$ cat config.mk
export PLATFORM = sky130hd
export DESIGN_NAME = scfifo
export DESIGN_NICKNAME = d
export VERILOG_FILES = /design/src/rtl/bster_pkg.sv /design/src/rtl/scfifo_ram.sv /design/src/rtl/scfifo.sv
export SDC_FILE = /design/constraint.sdc
export NUM_CORES = 2
export LEC_CHECK = 0
export CORE_UTILIZATION = 65
export DETAILED_ROUTE_END_ITERATION = 16
export GPL_TIMING_DRIVEN = 0
export PLACE_DENSITY = 0.79
export REMOVE_ABC_BUFFERS = 1
export SYNTH_ARGS = -nofsm -noshare
export SYNTH_HDL_FRONTEND = slang
export SYNTH_SLANG_ARGS = --single-unit
$ cat constraint.sdc
create_clock -name aclk -period 9 [get_ports aclk]
set_clock_uncertainty 0.1 [all_clocks]
set_input_delay 1.8 -clock aclk [delete_from_list [all_inputs] [get_ports aclk]]
set_output_delay 1.8 -clock aclk [all_outputs]
set_load 0.05 [all_outputs]
$ cat src/rtl/bster_pkg.sv
// Shared helpers for the tree-engine buffering blocks.
// Holds generic queue-operation encodings only; storage geometry stays with each user.
package bster_pkg;

  // Per-cycle queue operation, encoded as {push, pop}
  typedef enum logic [1:0] {
    QOP_NONE = 2'b00,
    QOP_POP  = 2'b01,
    QOP_PUSH = 2'b10,
    QOP_BOTH = 2'b11
  } qop_e;

  // Fold the two handshake strobes into a single operation code
  function automatic qop_e qop_encode(input logic push, input logic pop);
    qop_encode = qop_e'({push, pop});
  endfunction

endpackage

$ cat src/rtl/scfifo_ram.sv
// Simple dual-port storage for scfifo: one synchronous write port and one
// registered read port. The read samples the array before a same-edge write.
module scfifo_ram
  import bster_pkg::*;
#(
  parameter int unsigned ADDR_WIDTH = 8,
  parameter int unsigned DATA_WIDTH = 8
) (
  input  logic                  clk,
  input  logic                  wr_en,
  input  logic [ADDR_WIDTH-1:0] addr_in,
  input  logic [DATA_WIDTH-1:0] data_in,
  input  logic [ADDR_WIDTH-1:0] addr_out,
  output logic [DATA_WIDTH-1:0] data_out
);

  localparam int unsigned DEPTH = 2 ** ADDR_WIDTH;

  logic [DATA_WIDTH-1:0] mem [DEPTH];
  logic [DATA_WIDTH-1:0] data_out_d;
  logic [DATA_WIDTH-1:0] data_out_q;

  // Combinational array lookup feeding the read register
  always_comb begin
    data_out_d = mem[addr_out];
  end

  // Write port and registered read port; contents are never reset
  always_ff @(posedge clk) begin
    if (wr_en) begin
      mem[addr_in] <= data_in;
    end
    data_out_q <= data_out_d;
  end

  assign data_out = data_out_q;

endmodule

$ cat src/rtl/scfifo.sv
// Single-clock first-word-fall-through FIFO controller around scfifo_ram.
// The head entry is always pre-fetched into the RAM read register so that
// out_data is valid in the same cycle out_valid is high.
module scfifo
  import bster_pkg::*;
#(
  parameter int unsigned ADDR_WIDTH = 8,
  parameter int unsigned DATA_WIDTH = 8
) (
  input  logic                  aclk,
  input  logic                  arst,
  input  logic                  in_valid,
  output logic                  in_ready,
  input  logic [DATA_WIDTH-1:0] in_data,
  output logic                  out_valid,
  input  logic                  out_ready,
  output logic [DATA_WIDTH-1:0] out_data,
  output logic                  full,
  output logic                  empty,
  output logic [ADDR_WIDTH:0]   count
);

  localparam int unsigned         PTR_W     = ADDR_WIDTH + 1;
  localparam int unsigned         DEPTH     = 2 ** ADDR_WIDTH;
  localparam logic [PTR_W-1:0]    PTR_ONE   = PTR_W'(1);
  localparam logic [PTR_W-1:0]    DEPTH_CNT = PTR_W'(DEPTH);

  logic [PTR_W-1:0] wr_ptr_q, wr_ptr_d;
  logic [PTR_W-1:0] rd_ptr_q, rd_ptr_d;
  logic [PTR_W-1:0] count_q,  count_d;
  logic             out_valid_q, out_valid_d;

  logic             push;
  logic             pop;
  qop_e             op;
  logic             full_w;

  // Handshake strobes and the queue operation for this cycle
  always_comb begin
    full_w = (count_q == DEPTH_CNT);
    push   = in_valid & ~full_w;
    pop    = out_valid_q & out_ready;
    op     = qop_encode(push, pop);
  end

  // Next pointer and occupancy values; the read pointer advances on pop so
  // that the RAM read address always targets the next head
  always_comb begin
    wr_ptr_d = wr_ptr_q;
    rd_ptr_d = rd_ptr_q;
    count_d  = count_q;
    unique case (op)
      QOP_PUSH: begin
        wr_ptr_d = wr_ptr_q + PTR_ONE;
        count_d  = count_q + PTR_ONE;
      end
      QOP_POP: begin
        rd_ptr_d = rd_ptr_q + PTR_ONE;
        count_d  = count_q - PTR_ONE;
      end
      QOP_BOTH: begin
        wr_ptr_d = wr_ptr_q + PTR_ONE;
        rd_ptr_d = rd_ptr_q + PTR_ONE;
      end
      default: ;
    endcase
  end

  // Head becomes visible only for entries committed before this cycle:
  // a same-cycle write is not yet in the RAM read register
  always_comb begin
    out_valid_d = ((count_q - PTR_W'(pop)) != '0);
  end

  // Pointer and occupancy registers
  always_ff @(posedge aclk or posedge arst) begin
    if (arst) begin
      wr_ptr_q <= '0;
      rd_ptr_q <= '0;
      count_q  <= '0;
    end else begin
      wr_ptr_q <= wr_ptr_d;
      rd_ptr_q <= rd_ptr_d;
      count_q  <= count_d;
    end
  end

  // Output-valid register
  always_ff @(posedge aclk or posedge arst) begin
    if (arst) begin
      out_valid_q <= 1'b0;
    end else begin
      out_valid_q <= out_valid_d;
    end
  end

  scfifo_ram #(
    .ADDR_WIDTH (ADDR_WIDTH),
    .DATA_WIDTH (DATA_WIDTH)
  ) u_ram (
    .clk      (aclk),
    .wr_en    (push),
    .addr_in  (wr_ptr_q[ADDR_WIDTH-1:0]),
    .data_in  (in_data),
    .addr_out (rd_ptr_d[ADDR_WIDTH-1:0]),
    .data_out (out_data)
  );

  assign in_ready  = ~full_w;
  assign full      = full_w;
  assign empty     = (count_q == '0);
  assign count     = count_q;
  assign out_valid = out_valid_q;

  // Occupancy never exceeds the storage size
  a_count_bound: assert property (@(posedge aclk) disable iff (arst) count_q <= DEPTH_CNT);

  // Occupancy always equals the pointer distance
  a_ptr_count: assert property (@(posedge aclk) disable iff (arst) (wr_ptr_q - rd_ptr_q) == count_q);

  // A valid head implies at least one committed entry
  a_valid_nonempty: assert property (@(posedge aclk) disable iff (arst) out_valid_q |-> (count_q != '0));

endmodule

Word-level counts from Yosys, hierarchy flattened
Memory sizes are Yosys's and may differ from the RTL's. A register that Yosys moved wholly into a read port is not among the register bits.
Index checks and enable logic that the tools add are counted.
{"block": "op_classes", "n_bitwise": 3, "eq_ne": 4, "reduce_logical": 5, "mux": 4, "n_addsub": 5}
{"op": "$add 9x1->9 const B", "n": 3}
{"op": "$pmux 9 s2", "n": 1}
{"op": "$eq 9x9->1 const B", "n": 1}
{"op": "$logic_not 9->1", "n": 1}
{"op": "$reduce_bool 9->1", "n": 1}
{"op": "$sub 9x1->9", "n": 1}
{"op": "$sub 9x1->9 const B", "n": 1}
{"op": "$mux 8", "n": 1}
{"op": "$eq 2x2->1 const B", "n": 2}
{"op": "$reduce_or 2->1", "n": 2}
{"op": "$and 1x1->1", "n": 2}
{"op": "$eq 2x1->1 const B", "n": 1}
{"op": "$mux 1", "n": 2}
{"op": "$reduce_bool 2->1", "n": 1}
{"op": "$not 1->1", "n": 1}
{"block": "totals", "wordCells": 27, "out_inout_bits": 21, "mem_bits_rw": 2048, "input_bits": 12, "regBits": 28, "memories": 1}
{"memory": "u_ram.mem", "depth": 256, "width": 8, "rd": 1, "rd_clocked_by_memory_dff": 1, "write_ports": 1, "line": "scfifo_ram.sv:19", "source": "logic [DATA_WIDTH-1:0] mem [DEPTH];"}

Depth between registers and ports, before layout
{"block": "logic_depth", "ltp_word": 6, "mapped_depth": 21, "ltp_nobuf": 16}

Cells and area by module
From an unflattened synthesis, not the netlist that was laid out.
{"block": "hier_totals", "hier_cells": 3882, "area_unflattened_um2": 81095.3}
{"mod": "scfifo_ram", "cells_each": 3733, "n_inst": 1, "seq_area_each_um2": 61659.1, "area_per_inst_um2": 79556.3}
{"mod": "scfifo", "cells_each": 149, "n_inst": 1, "seq_area_each_um2": 650.6, "area_per_inst_um2": 1539.0}

Least setup slack after synthesis
Ideal clock, no wire load.
{"block": "synth_path", "path_type": "input -> register", "from": "input port out_ready", "to": "register count_q[8], in the netlist count[8]", "slack_ns": 3.039, "required_ns": 8.818, "t_arrival_ns": 5.779, "stages": 20, "path_buffers": 6, "setup_time_ns": 0.082, "cell_sequence": "buf_4 > nand2_1 > inv_2 > buf_1 > buf_2 > buf_1 > ha_1 > clkbuf_1 > buf_1 > xor2_1 > ha_1 > nor3_1 > a21oi_1 > nor2_1 > o41ai_1 > a222oi_1 > nor3b_1 > o21ai_0 > a21oi_1 > xor2_1"}
{"block": "synth_between", "elab_chain_cells": 3, "word_cells_on_any_way": 5, "classes_between": "eq/ne (2); mux (1); bitwise (1); reduce/logical (1)"}
{"element": "start, declared", "line": "scfifo.sv:16", "source": "input logic out_ready,"}
{"element": "$and 1x1->1 (*)", "line": "scfifo.sv:42", "source": "pop = out_valid_q & out_ready;"}
{"element": "$eq 2x1->1 / $eq 2x2->1 (equally long branches)", "line": "scfifo.sv:52", "source": "unique case (op)"}
{"element": "$pmux 9 s2 / $reduce_bool 2->1 (equally long branches)"}
{"element": "end signal, assigned", "line": "scfifo.sv:84", "source": "count_q <= count_d;"}
{"element": "end, declared", "line": "scfifo.sv:30", "source": "logic [PTR_W-1:0] count_q, count_d;"}
Mark *: on every way between the ends. The rest lies on a longest branch, timed or not.
A chain may end at the register's enable or synchronous reset.

Worst setup path after layout
{"block": "layout_path", "from": "input port out_ready", "to": "register u_ram.data_out_q[0], in the netlist u_ram.data_out[0] (read register of u_ram.mem)"}
{"block": "layout_between", "elab_chain_cells": 4, "word_cells_on_any_way": 5, "classes_between": "eq/ne (2); mux (1); bitwise (1); reduce/logical (1)"}
{"element": "$and 1x1->1 (*)", "line": "scfifo.sv:42"}
{"element": "$eq 2x1->1 / $eq 2x2->1 (equally long branches)", "line": "scfifo.sv:52"}
{"element": "$reduce_or 2->1 (no source line) (*)"}
{"element": "$mux 8 (*)"}
{"element": "end, declared", "line": "scfifo_ram.sv:21", "source": "logic [DATA_WIDTH-1:0] data_out_q;"}
Marks and branches as above.

==> results.rst <==
.. list-table::
   :header-rows: 1

   * - Metric
     - Value
   * - Status
     - complete, but fails checks
   * - Violated checks
     - max-capacitance violations
   * - Data arrival time at the worst-slack endpoint
     - between 9000 and 10,000 ps
   * - Post-DP HPWL
     - 151,000 µm
   * - Most used flip-flop cell after synthesis
     - edfxtp_1
   * - Final hold violation count
     - 0
   * - Critical Path Sink Type
     - register
   * - Die boundary width
     - between 300 and 400 µm
   * - Slew at the pin closest to its max-slew limit
     - 1490 ps
   * - Cts hold-fix bufs
     - 0
   * - Die footprint
     - 140,000 µm²
   * - Area added between synthesis and finish
     - 10.8%
   * - Post-CTS Resized
     - 0
   * - Ratio of cells with drive above 1 in the final layout
     - roughly 14%
   * - Clock period minus worst slack
     - around 8900 ps
   * - Boundary Pins
     - 33
   * - Hold Worst Slack
     - 460 ps
   * - Count of fill cells added during filler insertion
     - roughly 7,800
   * - Pre-antenna DRT Iters
     - 9
   * - Vias in the first global route
     - around 55,000
   * - Clock sink total
     - between 2,000 and 2,500
   * - Maximum frequency from static timing analysis
     - 113 MHz
   * - TritonCTS buffer count
     - about 200
   * - Peak supply drop
     - a little over 0.0003 V
   * - Setup repair bufs after CTS
     - 0
   * - Max clock buf depth
     - 3
   * - Height of the die
     - 374 µm
   * - Quantity of I/O buffers inserted on ports
     - 32
   * - Routed len/inst
     - ~33 µm
   * - Final cycle utilization of the critical path
     - slightly below 100%
   * - Place WS
     - -459 ps
   * - RSZ-0062 raised after global routing
     - no
   * - Number of distinct standard cells referenced by the synthesized netlist
     - 79
   * - Synth Instances
     - 5,755
   * - Routability cong.
     - 0.868
   * - Global routing usage summed across all routing layers
     - approximately 36%
   * - Critical Setup Path Class
     - primary input to register
   * - Register clock-pin slew on the reported worst setup and hold paths
     - approximately 60 ps
   * - Clock latency reported for the late side of the worst-skew pair
     - ~840 ps
   * - Total wirelength of the detailed-routed design
     - 252,000 µm
   * - Post-layout worst setup margin
     - 142 ps
   * - Final-layout setup total negative slack
     - 0 ps
   * - Slew headroom
     - 0.426%
   * - Area of the placeable core
     - 137,000 µm²
   * - Clock tree from TritonCTS
     - done
   * - Hold_sp
     - count[8]$_DFFE_PP0P_
   * - Buf/Inv on CP
     - 7
   * - PD cells
     - about 300 nW/µm²
   * - Count of vias placed by the detailed router
     - approximately 56,000
   * - Buffer type at the clock tree root
     - clkbuf_16
   * - Launching element of the worst setup path
     - out_ready
   * - Delay of the slowest cell on the worst path
     - about 1300 ps
   * - Worst path slowest cell
     - clkdlybuf4s50_1
   * - Iteration-0 DRC Markers
     - approximately 9,000
   * - Crit path max-delay family
     - compound AO/OA/AOI/OAI gates
   * - Number of violations of the max-capacitance limit
     - 1
   * - Cells along the critical path
     - clkdlybuf4s50_1, nand2_4, a21oi_4, buf_12, buf_16, buf_16, inv_8, buf_16, buf_16, a2111oi_0, a311o_1, a21oi_1, nor3_1, a221oi_1, a211oi_1, o211ai_1
   * - Antenna violations before repair
     - 17
   * - Crit-path most repeated cell
     - buf_16
   * - Net count of the finished layout
     - 5,704
   * - Post-detailed-route via-to-cell ratio
     - roughly 7.3
   * - Number of enable flip-flop cells after synthesis
     - 2,048
   * - Fin. max-slew vios
     - 0
   * - Pin count of the biggest net entering global routing
     - around 170
   * - Number of setup violations in the final report
     - 0
   * - Reg2reg setup slack
     - a little over 600 ps
   * - Source of the worst register-to-register timing path
     - rd_ptr_q[1]$_DFF_PP0_
   * - Type of the worst min-delay path
     - register to register
   * - Flip-flop and latch count after synthesis
     - about 2,100
   * - Global route total overflow
     - 0
   * - Largest fanout on the critical path
     - between 100 and 150
   * - Syn_area_per_cell
     - approximately 16 µm²
   * - Starting density of the core
     - between 60% and 70%
   * - Share of the core filled with cells
     - between 70% and 80%
   * - Nature of the critical path startpoint
     - primary input
   * - Static leakage power
     - between 0.03 and 0.04 µW
   * - Terminus of the critical flop-to-flop path
     - u_ram.data_out[0]$_DFF_P_
   * - Site Rows
     - between 100 and 150
   * - Number of cells traversed by the worst register-to-register path
     - 18
   * - Worst hold path cell count
     - 1
   * - Proportion of synthesized chip area in sequential cells
     - between 60 and 70%
   * - Remaining antenna violation count after routing
     - 0
   * - FFs w/ async S/R, synth
     - approximately 1.2%
   * - # H-tree levels
     - 4
   * - First-pass GRT wire length
     - ~360,000 µm
   * - Hold Path Sink
     - count[8]$_DFFE_PP0P_
   * - Data required, critical path
     - roughly 9500 ps
   * - Number of warnings issued by yosys
     - 0
   * - Remaining design rule violation count
     - 0
   * - Syn Std Cell Area
     - about 90,000 µm²
==> sequential cells by signal, indices dropped and copies added, names as in the netlist <==
signal / cells
wr_ptr_q: 8
u_ram.data_out: 8
u_ram.mem: 2048
out_valid: 1
rd_ptr_q: 8
count: 9
==> area by class of cell <==
cell class	count	area, µm²	share of cell area (%)
clock buffer	256	5380	5.40
tap	1794	2240	2.25
antenna	3	7.51	0.00753
clock inverter	106	923	0.927
inverter	18	100	0.100
timing repair buffer	135	2770	2.78
multi-input combinational	3245	25900	26.0
sequential	2082	62300	62.5
==> cells by family after synthesis <==
group	synth area share [%]
AND/OR/NAND/NOR	7.13
XOR/XNOR	0.282
multiplexers	14.9
adder cells (fa/ha/maj)	0.153
flip-flops	69.3
buffers and inverters	2.21
AO/OA/AOI/OAI	6.05
==> report_power, final <==
part	switching [µW]	internal, µW	total, µW
sequential	210	10800	11000
clock	3550	4650	8200
combinational	6870	4010	10900
==> metrics by stage <==
step / instance area [µm²] / total power, µW / cells
floorplan: 88000 / 19100 / 5345
global placement: 90600 / 20500 / 7171
detailed placement: 93300 / 21700 / 7271
CTS: 99600 / 29800 / 7633
global route: 99600 / 30800 / 7636
finish: 99600 / 30100 / 7639
==> metal layers <==
| metal | GRT usage [%] | share of wire (%) | vias to the layer above |
|---|---|---|---|
| met5 | 0 | 0.057 | - |
| met4 | 19.8 | 6.3 | 24 |
| met3 | 10.6 | 15 | 937 |
| met2 | 54.0 | 45 | 4622 |
| met1 | 47.6 | 34 | 27900 |
| li1 | - | - | 22600 |
==> cell usage in the layout, fill, tap and decap left out, drive strengths merged, types with 8 or more instances in the layout <==
| cell type | count |
|---|---|
| nand2b | 8 |
| a311oi | 43 |
| mux2 | 97 |
| clkinv | 82 |
| a311o | 16 |
| a221oi | 46 |
| o211ai | 14 |
| o21ai | 85 |
| o22ai | 91 |
| nand2 | 699 |
| a22oi | 53 |
| and3 | 47 |
| o311a | 9 |
| nand4 | 41 |
| xor2 | 18 |
| nor3 | 31 |
| dfxtp | 8 |
| bufinv | 16 |
| nor4 | 11 |
| edfxtp | 2048 |
| a31oi | 63 |
| o2111ai | 8 |
| a211oi | 69 |
| mux2i | 580 |
| nand3 | 215 |
| dfrtp | 26 |
| xnor2 | 11 |
| ha | 11 |
| a2111oi | 21 |
| buf | 110 |
| nor2 | 325 |
| a32oi | 76 |
| a21oi | 123 |
| clkdlybuf4s50 | 24 |
| mux4 | 289 |
| clkbuf | 257 |
| inv | 25 |
| nor2b | 62 |
==> cell usage after synthesis, drive strengths merged, types with 62 or more instances <==
library cell  instances  area share [%]
edfxtp             2048              68
nand2               699             2.9
mux2i               580             6.5
nor2                325             1.4
mux4                289             7.2
buf                 268             1.5
nand3               215             1.2
clkbuf              142            0.59
a21oi               123            0.69
mux2                 97             1.2
o22ai                91            0.63
o21ai                85            0.47
a32oi                76            0.74
a211oi               69            0.58
a31oi                63            0.44
nor2b                62            0.43
==> how the worst max path moves through the flow <==
stage                           endpoint  slack (ps)  cells past startpoint
6_report       u_ram.data_out[0]$_DFF_P_         140                     16
5_1_grt        u_ram.data_out[0]$_DFF_P_          90                     16
4_1_cts        u_ram.data_out[0]$_DFF_P_         400                     16
3_5_place_dp   u_ram.data_out[0]$_DFF_P_        -460                     16
3_3_place_gp   u_ram.data_out[3]$_DFF_P_      -53550                     11
2_1_floorplan  u_ram.data_out[6]$_DFF_P_      -21810                      9
No activity file was read; power rests on OpenSTA's default activity.
